## src/rtl/aurora_link_pkg.sv

```systemverilog
// aurora_link_pkg: shared state encoding, default cycle constants and timer sizing for the Aurora link watchdog.
package aurora_link_pkg;

    typedef enum logic [2:0] {
        ST_RESET_PULSE,
        ST_WAIT_UP,
        ST_LINK_UP,
        ST_DEBOUNCE,
        ST_GIVE_UP
    } state_t;

    localparam int DEF_RESET_HOLD_CYCLES    = 16;
    localparam int DEF_UP_TIMEOUT_CYCLES    = 300_000_000;
    localparam int DEF_DOWN_DEBOUNCE_CYCLES = 1000;
    localparam int DEF_MAX_RETRIES          = 8;
    localparam int DEF_CNT_W                = 16;

    // One timer serves every timed state, so it must hold the largest terminal count.
    function automatic int timer_width(input int a, input int b, input int c);
        int m;
        m = (a > b) ? a : b;
        m = (m > c) ? m : c;
        return $clog2(m + 1);
    endfunction

endpackage

```

## src/rtl/aurora_sync_2ff.sv

```systemverilog
// aurora_sync_2ff: W-bit two-flop synchronizer with asynchronous active-high reset.
module aurora_sync_2ff #(
    parameter int W = 1
) (
    input  logic         i_clk,
    input  logic         i_rst,
    input  logic [W-1:0] i_d,
    output logic [W-1:0] o_q
);

    logic [W-1:0] r_meta;
    logic [W-1:0] r_sync;

    // Two back-to-back flops resolve metastability before the value is used.
    always_ff @(posedge i_clk or posedge i_rst) begin
        if (i_rst) begin
            r_meta <= '0;
            r_sync <= '0;
        end else begin
            r_meta <= i_d;
            r_sync <= r_meta;
        end
    end

    assign o_q = r_sync;

endmodule

```

## src/rtl/aurora_link_watchdog.sv

```systemverilog
// aurora_link_watchdog: Aurora sw_reset supervisor with link debounce, retry limiting and statistics; AURORA_LINK_WATCHDOG_SOFT_ERR_EN adds soft_err counting.
module aurora_link_watchdog
    import aurora_link_pkg::*;
#(
    parameter int RESET_HOLD_CYCLES    = DEF_RESET_HOLD_CYCLES,
    parameter int UP_TIMEOUT_CYCLES    = DEF_UP_TIMEOUT_CYCLES,
    parameter int DOWN_DEBOUNCE_CYCLES = DEF_DOWN_DEBOUNCE_CYCLES,
    parameter int MAX_RETRIES          = DEF_MAX_RETRIES,
    parameter int CNT_W                = DEF_CNT_W
) (
    input  logic             init_clk,
    input  logic             init_rst,
    input  logic             channel_up,
    input  logic             hard_err,
    input  logic             auto_recover_en,
    input  logic             reset_req,
    input  logic             clear_stats,
    output logic             sw_reset,
    output logic             link_up,
    output logic             gave_up,
    output logic [CNT_W-1:0] recovery_count,
    output logic [CNT_W-1:0] link_drop_count
`ifdef AURORA_LINK_WATCHDOG_SOFT_ERR_EN
    ,
    input  logic             soft_err,
    output logic [CNT_W-1:0] soft_err_count
`endif
);

    localparam int TW = timer_width(RESET_HOLD_CYCLES, UP_TIMEOUT_CYCLES, DOWN_DEBOUNCE_CYCLES);
    localparam int FW = (MAX_RETRIES > 0) ? $clog2(MAX_RETRIES + 1) : 1;

`ifdef AURORA_LINK_WATCHDOG_SOFT_ERR_EN
    localparam int SW = 3;
    logic [SW-1:0] w_sync_in;
    assign w_sync_in = {soft_err, hard_err, channel_up};
`else
    localparam int SW = 2;
    logic [SW-1:0] w_sync_in;
    assign w_sync_in = {hard_err, channel_up};
`endif

    logic [SW-1:0]    w_sync_q;
    logic             w_ch_up_s;
    logic             w_herr_s;
    state_t           r_state;
    logic [TW-1:0]    r_timer;
    logic [FW-1:0]    r_fail_cnt;
    logic             r_sw_reset;
    logic             r_link_up;
    logic             r_gave_up;
    logic [CNT_W-1:0] r_rec_cnt;
    logic [CNT_W-1:0] r_drop_cnt;

    aurora_sync_2ff #(.W(SW)) u_sync (
        .i_clk (init_clk),
        .i_rst (init_rst),
        .i_d   (w_sync_in),
        .o_q   (w_sync_q)
    );

    assign w_ch_up_s = w_sync_q[0];
    assign w_herr_s  = w_sync_q[1];

    // Supervisor FSM: outputs are registered alongside the next state; clear_stats is applied last so it beats any increment.
    always_ff @(posedge init_clk or posedge init_rst) begin
        if (init_rst) begin
            r_state    <= ST_RESET_PULSE;
            r_timer    <= '0;
            r_fail_cnt <= '0;
            r_sw_reset <= 1'b1;
            r_link_up  <= 1'b0;
            r_gave_up  <= 1'b0;
            r_rec_cnt  <= '0;
            r_drop_cnt <= '0;
        end else begin
            if (reset_req) begin
                r_state    <= ST_RESET_PULSE;
                r_timer    <= '0;
                r_fail_cnt <= '0;
                r_sw_reset <= 1'b1;
                r_link_up  <= 1'b0;
                r_gave_up  <= 1'b0;
            end else begin
                case (r_state)
                    ST_RESET_PULSE: begin
                        if (r_timer == TW'(RESET_HOLD_CYCLES - 1)) begin
                            r_state    <= ST_WAIT_UP;
                            r_timer    <= '0;
                            r_sw_reset <= 1'b0;
                        end else begin
                            r_timer <= r_timer + 1'b1;
                        end
                    end
                    ST_WAIT_UP: begin
                        if (auto_recover_en && r_timer == TW'(UP_TIMEOUT_CYCLES - 1)) begin
                            r_timer    <= '0;
                            r_sw_reset <= 1'b1;
                            if (~&r_fail_cnt)
                                r_fail_cnt <= r_fail_cnt + 1'b1;
                            if (MAX_RETRIES != 0 && int'(r_fail_cnt) + 1 >= MAX_RETRIES) begin
                                r_state   <= ST_GIVE_UP;
                                r_gave_up <= 1'b1;
                            end else begin
                                r_state <= ST_RESET_PULSE;
                                if (~&r_rec_cnt)
                                    r_rec_cnt <= r_rec_cnt + 1'b1;
                            end
                        end else if (w_ch_up_s) begin
                            r_state    <= ST_LINK_UP;
                            r_timer    <= '0;
                            r_fail_cnt <= '0;
                            r_link_up  <= 1'b1;
                        end else if (r_timer != TW'(UP_TIMEOUT_CYCLES - 1)) begin
                            r_timer <= r_timer + 1'b1;
                        end
                    end
                    ST_LINK_UP, ST_DEBOUNCE: begin
                        if (w_herr_s || (r_state == ST_DEBOUNCE && r_timer == TW'(DOWN_DEBOUNCE_CYCLES - 1))) begin
                            r_timer   <= '0;
                            r_link_up <= 1'b0;
                            if (~&r_drop_cnt)
                                r_drop_cnt <= r_drop_cnt + 1'b1;
                            if (auto_recover_en) begin
                                r_state    <= ST_RESET_PULSE;
                                r_sw_reset <= 1'b1;
                                if (~&r_rec_cnt)
                                    r_rec_cnt <= r_rec_cnt + 1'b1;
                            end else begin
                                r_state <= ST_WAIT_UP;
                            end
                        end else if (r_state == ST_LINK_UP) begin
                            if (!w_ch_up_s) begin
                                r_state <= ST_DEBOUNCE;
                                r_timer <= '0;
                            end
                        end else if (w_ch_up_s) begin
                            r_state <= ST_LINK_UP;
                            r_timer <= '0;
                        end else begin
                            r_timer <= r_timer + 1'b1;
                        end
                    end
                    ST_GIVE_UP: begin
                        r_sw_reset <= 1'b1;
                        r_gave_up  <= 1'b1;
                    end
                    default: begin
                        r_state    <= ST_RESET_PULSE;
                        r_timer    <= '0;
                        r_sw_reset <= 1'b1;
                        r_link_up  <= 1'b0;
                        r_gave_up  <= 1'b0;
                    end
                endcase
            end
            if (clear_stats) begin
                r_rec_cnt  <= '0;
                r_drop_cnt <= '0;
            end
        end
    end

    assign sw_reset        = r_sw_reset;
    assign link_up         = r_link_up;
    assign gave_up         = r_gave_up;
    assign recovery_count  = r_rec_cnt;
    assign link_drop_count = r_drop_cnt;

`ifdef AURORA_LINK_WATCHDOG_SOFT_ERR_EN
    logic             r_serr_d;
    logic [CNT_W-1:0] r_serr_cnt;

    // Count rising edges of the synchronised soft_err only while the link is fully up.
    always_ff @(posedge init_clk or posedge init_rst) begin
        if (init_rst) begin
            r_serr_d   <= 1'b0;
            r_serr_cnt <= '0;
        end else begin
            r_serr_d <= w_sync_q[2];
            if (clear_stats)
                r_serr_cnt <= '0;
            else if (w_sync_q[2] && !r_serr_d && r_state == ST_LINK_UP && ~&r_serr_cnt)
                r_serr_cnt <= r_serr_cnt + 1'b1;
        end
    end

    assign soft_err_count = r_serr_cnt;
`endif

endmodule

```

## config.mk

```make
export PLATFORM = sky130hd
export DESIGN_NAME = aurora_link_watchdog
export DESIGN_NICKNAME = d
export VERILOG_FILES = /design/src/rtl/aurora_link_pkg.sv /design/src/rtl/aurora_sync_2ff.sv /design/src/rtl/aurora_link_watchdog.sv
export SDC_FILE = /design/constraint.sdc
export NUM_CORES = 1
export LEC_CHECK = 0
export CAP_MARGIN = 20
export CORE_ASPECT_RATIO = 1.5
export CORE_MARGIN = 5
export CORE_UTILIZATION = 40
export CTS_BUF_LIST = sky130_fd_sc_hd__clkbuf_8
export CTS_CLUSTER_DIAMETER = 120
export DETAILED_ROUTE_END_ITERATION = 8
export PLACE_DENSITY_LB_ADDON = 0.1
export SYNTH_ARGS = -nofsm -noshare
export SYNTH_HDL_FRONTEND = slang
export SYNTH_SLANG_ARGS = --single-unit
```

## constraint.sdc

```tcl
create_clock -name init_clk -period 3.6 [get_ports init_clk]
set_clock_uncertainty 0.05 [all_clocks]
set_input_delay 0.72 -clock init_clk [delete_from_list [all_inputs] [get_ports init_clk]]
set_output_delay 0.72 -clock init_clk [all_outputs]
set_load 0.02 [all_outputs]
```

**Word level (Yosys, flattened, before mapping)**

Cells that the tools add are included.
Widths: inputs -> output; s select.

- Reduce and logical (&&, ||, !) cells: 23
- Magnitude comparators: 1
- Mux-type cells: 53
- Equality and inequality tests: 27
- Add/subtract/negate cells: 5

Operators by type and width:

| operator | count |
|---|---|
| $mux 29 | 9 |
| $mux 16 | 12 |
| $pmux 29 s4 | 1 |
| $ne 3x3->1 const B | 11 |
| $add 16x1->16 const B | 2 |
| $pmux 16 s2 | 1 |
| $reduce_and 16->1 | 2 |
| $add 29x1->29 const B | 1 |
| $eq 29x10->1 const B | 1 |
| $eq 29x29->1 const B | 1 |
| $eq 29x4->1 const B | 1 |
| $ne 29x29->1 const B | 1 |
| $mux 3 | 8 |
| $mux 4 | 5 |
| $reduce_and 4->1 | 4 |
| $mux 1 | 13 |
| $pmux 3 s4 | 1 |
| $reduce_and 3->1 | 4 |
| $pmux 1 s3 | 3 |
| $eq 3x2->1 const B | 2 |
| $ne 2x1->1 const B | 3 |
| $reduce_and 6->1 | 1 |
| $reduce_bool 2->1 | 3 |
| $reduce_bool 3->1 | 2 |
| 14 further kinds | 17 |

- Output and inout bits: 35
- Register bits: 75
- Logic and storage cells: 119

**Longest topological paths before layout**

- Depth after elaboration: 7
- Gate-level depth with buffers: 10
- Gate-level depth less buffers: 8

**Cells and area by module**

Synthesis repeated with hierarchy kept, for this count alone.

- Cells, all modules: 481
- Area total of the unflattened synthesis: 4,321.6 um2

By module, submodules not included:

| module | area each (um2) | cells an instance | times used | seq. area each (um2) |
|---|---|---|---|---|
| aurora_link_watchdog | 4,217.8 | 476 | 1 | 1,778.0 |
| aurora_sync_2ff | 103.8 | 5 | 1 | 100.1 |

**Worst setup path after synthesis**

No wires, ideal clock.

- Path kind: reg-to-reg
- Start point: register r_timer[27]
- End point: register r_timer[25]
- Arrival time: 2.512 ns
- Setup slack: 0.917 ns
- Period minus slack after synthesis: 2.683 ns
- Required time: 3.429 ns
- Stages on the path, launching flop included: 9
- Path buffers: 1
- Cell sequence: dfrtp_1 or4_1 or4_1 o31a_1 o21ai_2 a21oi_2 buf_6 a21o_1 a22o_1

- Word-level cells in the longest chain between the ends: 6
- Elaborated cells between the ends (all ways): 15

RTL lines:

| what | RTL line | source |
|---|---|---|
| from (decl) | aurora_link_watchdog.sv:47 | `logic [TW-1:0] r_timer;` |
| from (signal assigned) | aurora_link_watchdog.sv:92 | `r_timer <= r_timer + 1'b1;` |
| from (signal assigned) | aurora_link_watchdog.sv:115 | `r_timer <= r_timer + 1'b1;` |
| from (signal assigned) | aurora_link_watchdog.sv:141 | `r_timer <= r_timer + 1'b1;` |
| $eq 29x10->1 | aurora_link_watchdog.sv:119 | `if (w_herr_s \|\| (r_state == ST_DEBOUNCE && r_timer == TW'(DOWN_DEBOUNCE_CYCLES - 1))) begin` |
| $logic_and 1x1->1 | aurora_link_watchdog.sv:119 |  |
| $logic_or 1x1->1 | aurora_link_watchdog.sv:119 |  |
| $mux 29 | aurora_link_watchdog.sv:119 |  |
| $pmux 29 s4 | aurora_link_watchdog.sv:85 | `case (r_state)` |
| $mux 29 | aurora_link_watchdog.sv:77 | `if (reset_req) begin` |

Several ways; a longest one is shown, not always the timed one.
A chain may end at the register's enable or synchronous reset.

**Worst setup path after layout**

- Start point: register r_timer[10]
- End point: register r_timer[4]

Same word-level chain as after synthesis.

==> results <==
- The slew of the pin with the lowest slew margin is 957.1 ps.
- In this run the most critical hold path is launched from u_sync.r_meta[1].
- The multi-input combinational cells in the finished layout cover a total of 2241 sq um.
- The first element of the critical path is r_timer[10].
- The initial core utilization is 40.62%.
- The synthesis warning total is 0.
- Across all layers, the routed design uses 3,762 vias.
- The total routed wirelength is 11.03 mm.
- The post-CTS resize count is 0.
- Setup repair after global routing left no endpoint under its margin.
- Timing would allow up to 338.2 MHz.
- The hold violation total from the final report is 0.
- The post-synthesis sequential element count is 75.
- The first-pass GRT wire length is between 15 and 20 mm.
- The combined flip-flop and latch cell area is 1878 sq um.
- Hold timing on the final database bottoms out at a slack of 309.3 ps.
- The top cell types in the final layout, fill and taps aside, are dfrtp_1, nor2_1, clkdlybuf4s50_1.
- The number of placed instances, taps included, is 652.
- The worst hold path class is flop to flop.
- After synthesis, the mean cell area works out to 8.902 sq um.
- Global routing used between 10% and 20% of the available tracks.
- Once detail routing completed, the nets flagged for antenna violations numbered 0.
- The per-cell routed wire length is 16.51 microns.
- The largest net degree at the start of global routing is 31.
- Yosys mapped the design onto 58 distinct sky130hd cell types.
- After the first detailed-routing iteration, the DRC count stood at 181.
- Setup violations remaining at the end of the flow were counted as 0.
- Summing the sequential cell areas from Yosys gives about 44% of the chip area.
- The floorplan step set the die width to 94.22 microns.
- The initial antenna violation count is 0.
- At the end of the flow, the number of nets in the layout was about 530.
- Leaving out filler cells and counting taps, the final layout contains between 600 and 700.
- For this design the static power due to leakage is between 2 and 2.5 nW.
- The library cell used most frequently in the layout, excluding fill and tap cells, is dfrtp_1.
- For the worst setup path, the data required time is roughly 3800 ps.
- Broken down by cell family, the worst path's largest delay share belongs to simple AND/OR/NAND/NOR gates.
- The clock passes through at most 2 buffers.
- Counting both buffers and inverters, the worst setup path holds a total of 1.
- Clock-pin slew was measured on the worst setup and hold paths at ~80 ps.
- In this run the core area contains 46 standard-cell rows.
- The root buffer cell chosen for the clock tree is clkbuf_8.
- The count of mapped cells out of synthesis is 478.
- Data arrives at the worst endpoint at ~3200 ps.
- The worst ir drop on vdd is 0.1756 mV.
- The final weighted congestion in routability-driven placement is 0.8312.
- The worst setup path is of the flop to flop kind.
- The largest single stage delay on the critical path is roughly 600 ps.
- Walking the worst path, the cells encountered are or4_1 > or4_1 > o31a_1 > o21ai_2 > a21oi_2 > buf_4 > a21o_1 > a22o_1.
- The first detailed-routing pass took 4 iterations.
- In the routed layout, each cell is associated on average with a via count of 5.632.
- The mapped netlist covers 4255 sq um.
- The fraction of the cycle the final worst path needs is 82.13%.
- From synthesis to final layout, the design area changed by 18.94%.
- After routing, the total negative slack on setup checks comes to 0 ps.
- The tree built by TritonCTS fans out to 75 sinks.
- The DRC violation count after routing is 0.
- The total die area is 12,840 sq um.
- The count of antenna diodes in the layout is 0.
- The final HPWL from detailed placement is between 8 and 9 mm.
- The number of nets handed over by synthesis was 490.
- The flow ran to the end, and the final reports show no timing, DRC or antenna violations.
- The power per cell area is 339.0 nW/um^2.
- The depth of the CTS H-tree is 3.
- The number of buffers added by the clock tree synthesis step is 9.
- The via count of the first global-routing pass came to between 3,000 and 4,000.
- The startpoint identified for the worst register-to-register timing path is r_timer[10].
- The core outline area is 10,480 sq um.
- The post-route minimum period is 2957 ps.
- The number of enable flip-flop cells after synthesis is 0.
- The total congestion overflow is 0.
- The library cell contributing the largest single delay on the critical path is or4_1.
- The number of max-cap violations is 0.
- In this run the tightest slew margin relative to its limit is 35.77%.
- Across all register-to-register paths, the minimum setup slack is 640 ps.
- For this design, the CTS-stage hold fixing added 0 buffers.
- Measured on the finished design, the core utilization comes to 48.32%.
- The peak fanout along the critical path is 16.
- Of the cells placed in the final design, the portion with a size suffix greater than 1 is 7.824%.
- Pin placement for this block handled 42 I/O pins.
- The critical path endpoint category is a flop.
- The commonest register cell after synthesis is dfrtp_1.
- Counting flops with an async set or reset pin after synthesis yields a share of 100.0%.
- The source-to-sink clock delay at the later pin of the worst-skew pair is 350 ps.
- The TritonCTS clock tree is built.
- The floorplan step set the die height to 136.3 microns.
- The count of input and output buffers is 41.
- The layout has 1,062 filler cells.
- In this design, the critical path's most frequently occurring cell is or4_1.
- The count of final max-slew check failures was 0.
- The number of post-CTS setup repair buffers is 0.
- The critical path startpoint category is a flop.
-- layout make-up --
| type | instances | share of cell area [%] |
|---|---|---|
| multi-input cells | 373 | 44.28 |
| clock buffers | 10 | 2.719 |
| well taps | 144 | 3.560 |
| flip-flops and latches | 75 | 37.11 |
| inverters | 9 | 0.6675 |
| repair buffers | 51 | 9.592 |
| clock inverters | 6 | 2.077 |
-- sequential cells by signal, indices dropped and copies added (netlist names), 2 cells and up --
name,flops
recovery_count,16
r_state,3
u_sync.r_meta,2
r_timer,29
link_drop_count,16
u_sync.o_q,2
r_fail_cnt,4
-- power breakdown --
group          switching, mW  internal (mW)  total [mW]
Sequential           0.00567          0.847       0.852
Combinational         0.0492         0.0236      0.0728
Clock                  0.316          0.475       0.790
-- cell families (layout without fill, tap and decap cells) --
kind of cell	after synthesis	count (layout)	share of synthesized area (%)
DFF	75	75	44.13
xor gates and xnor gates	26	26	5.351
muxes	4	4	0.9703
and+or+nand+nor	239	239	28.52
adders and majority gates	5	5	1.470
AOI/OAI and AO/OA	99	99	16.35
buffers and inverters	30	76	3.205
-- per-layer routing --
metal | up-vias | GRT usage [%] | routed length, microns
li1 | 1817 | - | -
met1 | 1866 | 20.72 | 4442
met2 | 69 | 33.97 | 6065
met3 | 10 | 4.097 | 391
met4 | 0 | 5.622 | 133
met5 | - | 0 | 0
-- through the flow --
stage	instance area (sq um)	total power, mW	worst slack, ps
2_1_floorplan	4255	0.9174	916.6
3_3_place_gp	4818	0.9440	636.3
3_5_place_dp	4818	0.9449	531.2
4_1_cts	5061	1.747	640.9
5_1_grt	5061	1.787	526.3
6_report	5061	1.716	643.4
-- Yosys cell counts, drive strengths merged, types with 10 or more instances --
master  number  area share, %
o21ai       25            3.0
a21o        18            3.2
dfrtp       74             44
nand2       33            2.9
xnor2       16            3.3
nand3       37            4.4
nand4       16            2.4
nor2        66            5.9
clkbuf      11           0.97
buf         10            1.4
xor2        10            2.1
nor3        28            3.5
a22o        20            4.1
a21oi       12            1.5
and3        12            1.8
-- path summary, 6_finish.rpt --
kind                               endpoint  cells past startpoint
max                              r_timer[4]                      8
min                           u_sync.o_q[1]                      0
max reg2reg                      r_timer[4]                      8
min reg2reg                   u_sync.o_q[1]                      0
max in group asynchronous          sw_reset                      3
min in group asynchronous  u_sync.r_meta[0]                      2
Power figures use the tool's default switching activity.
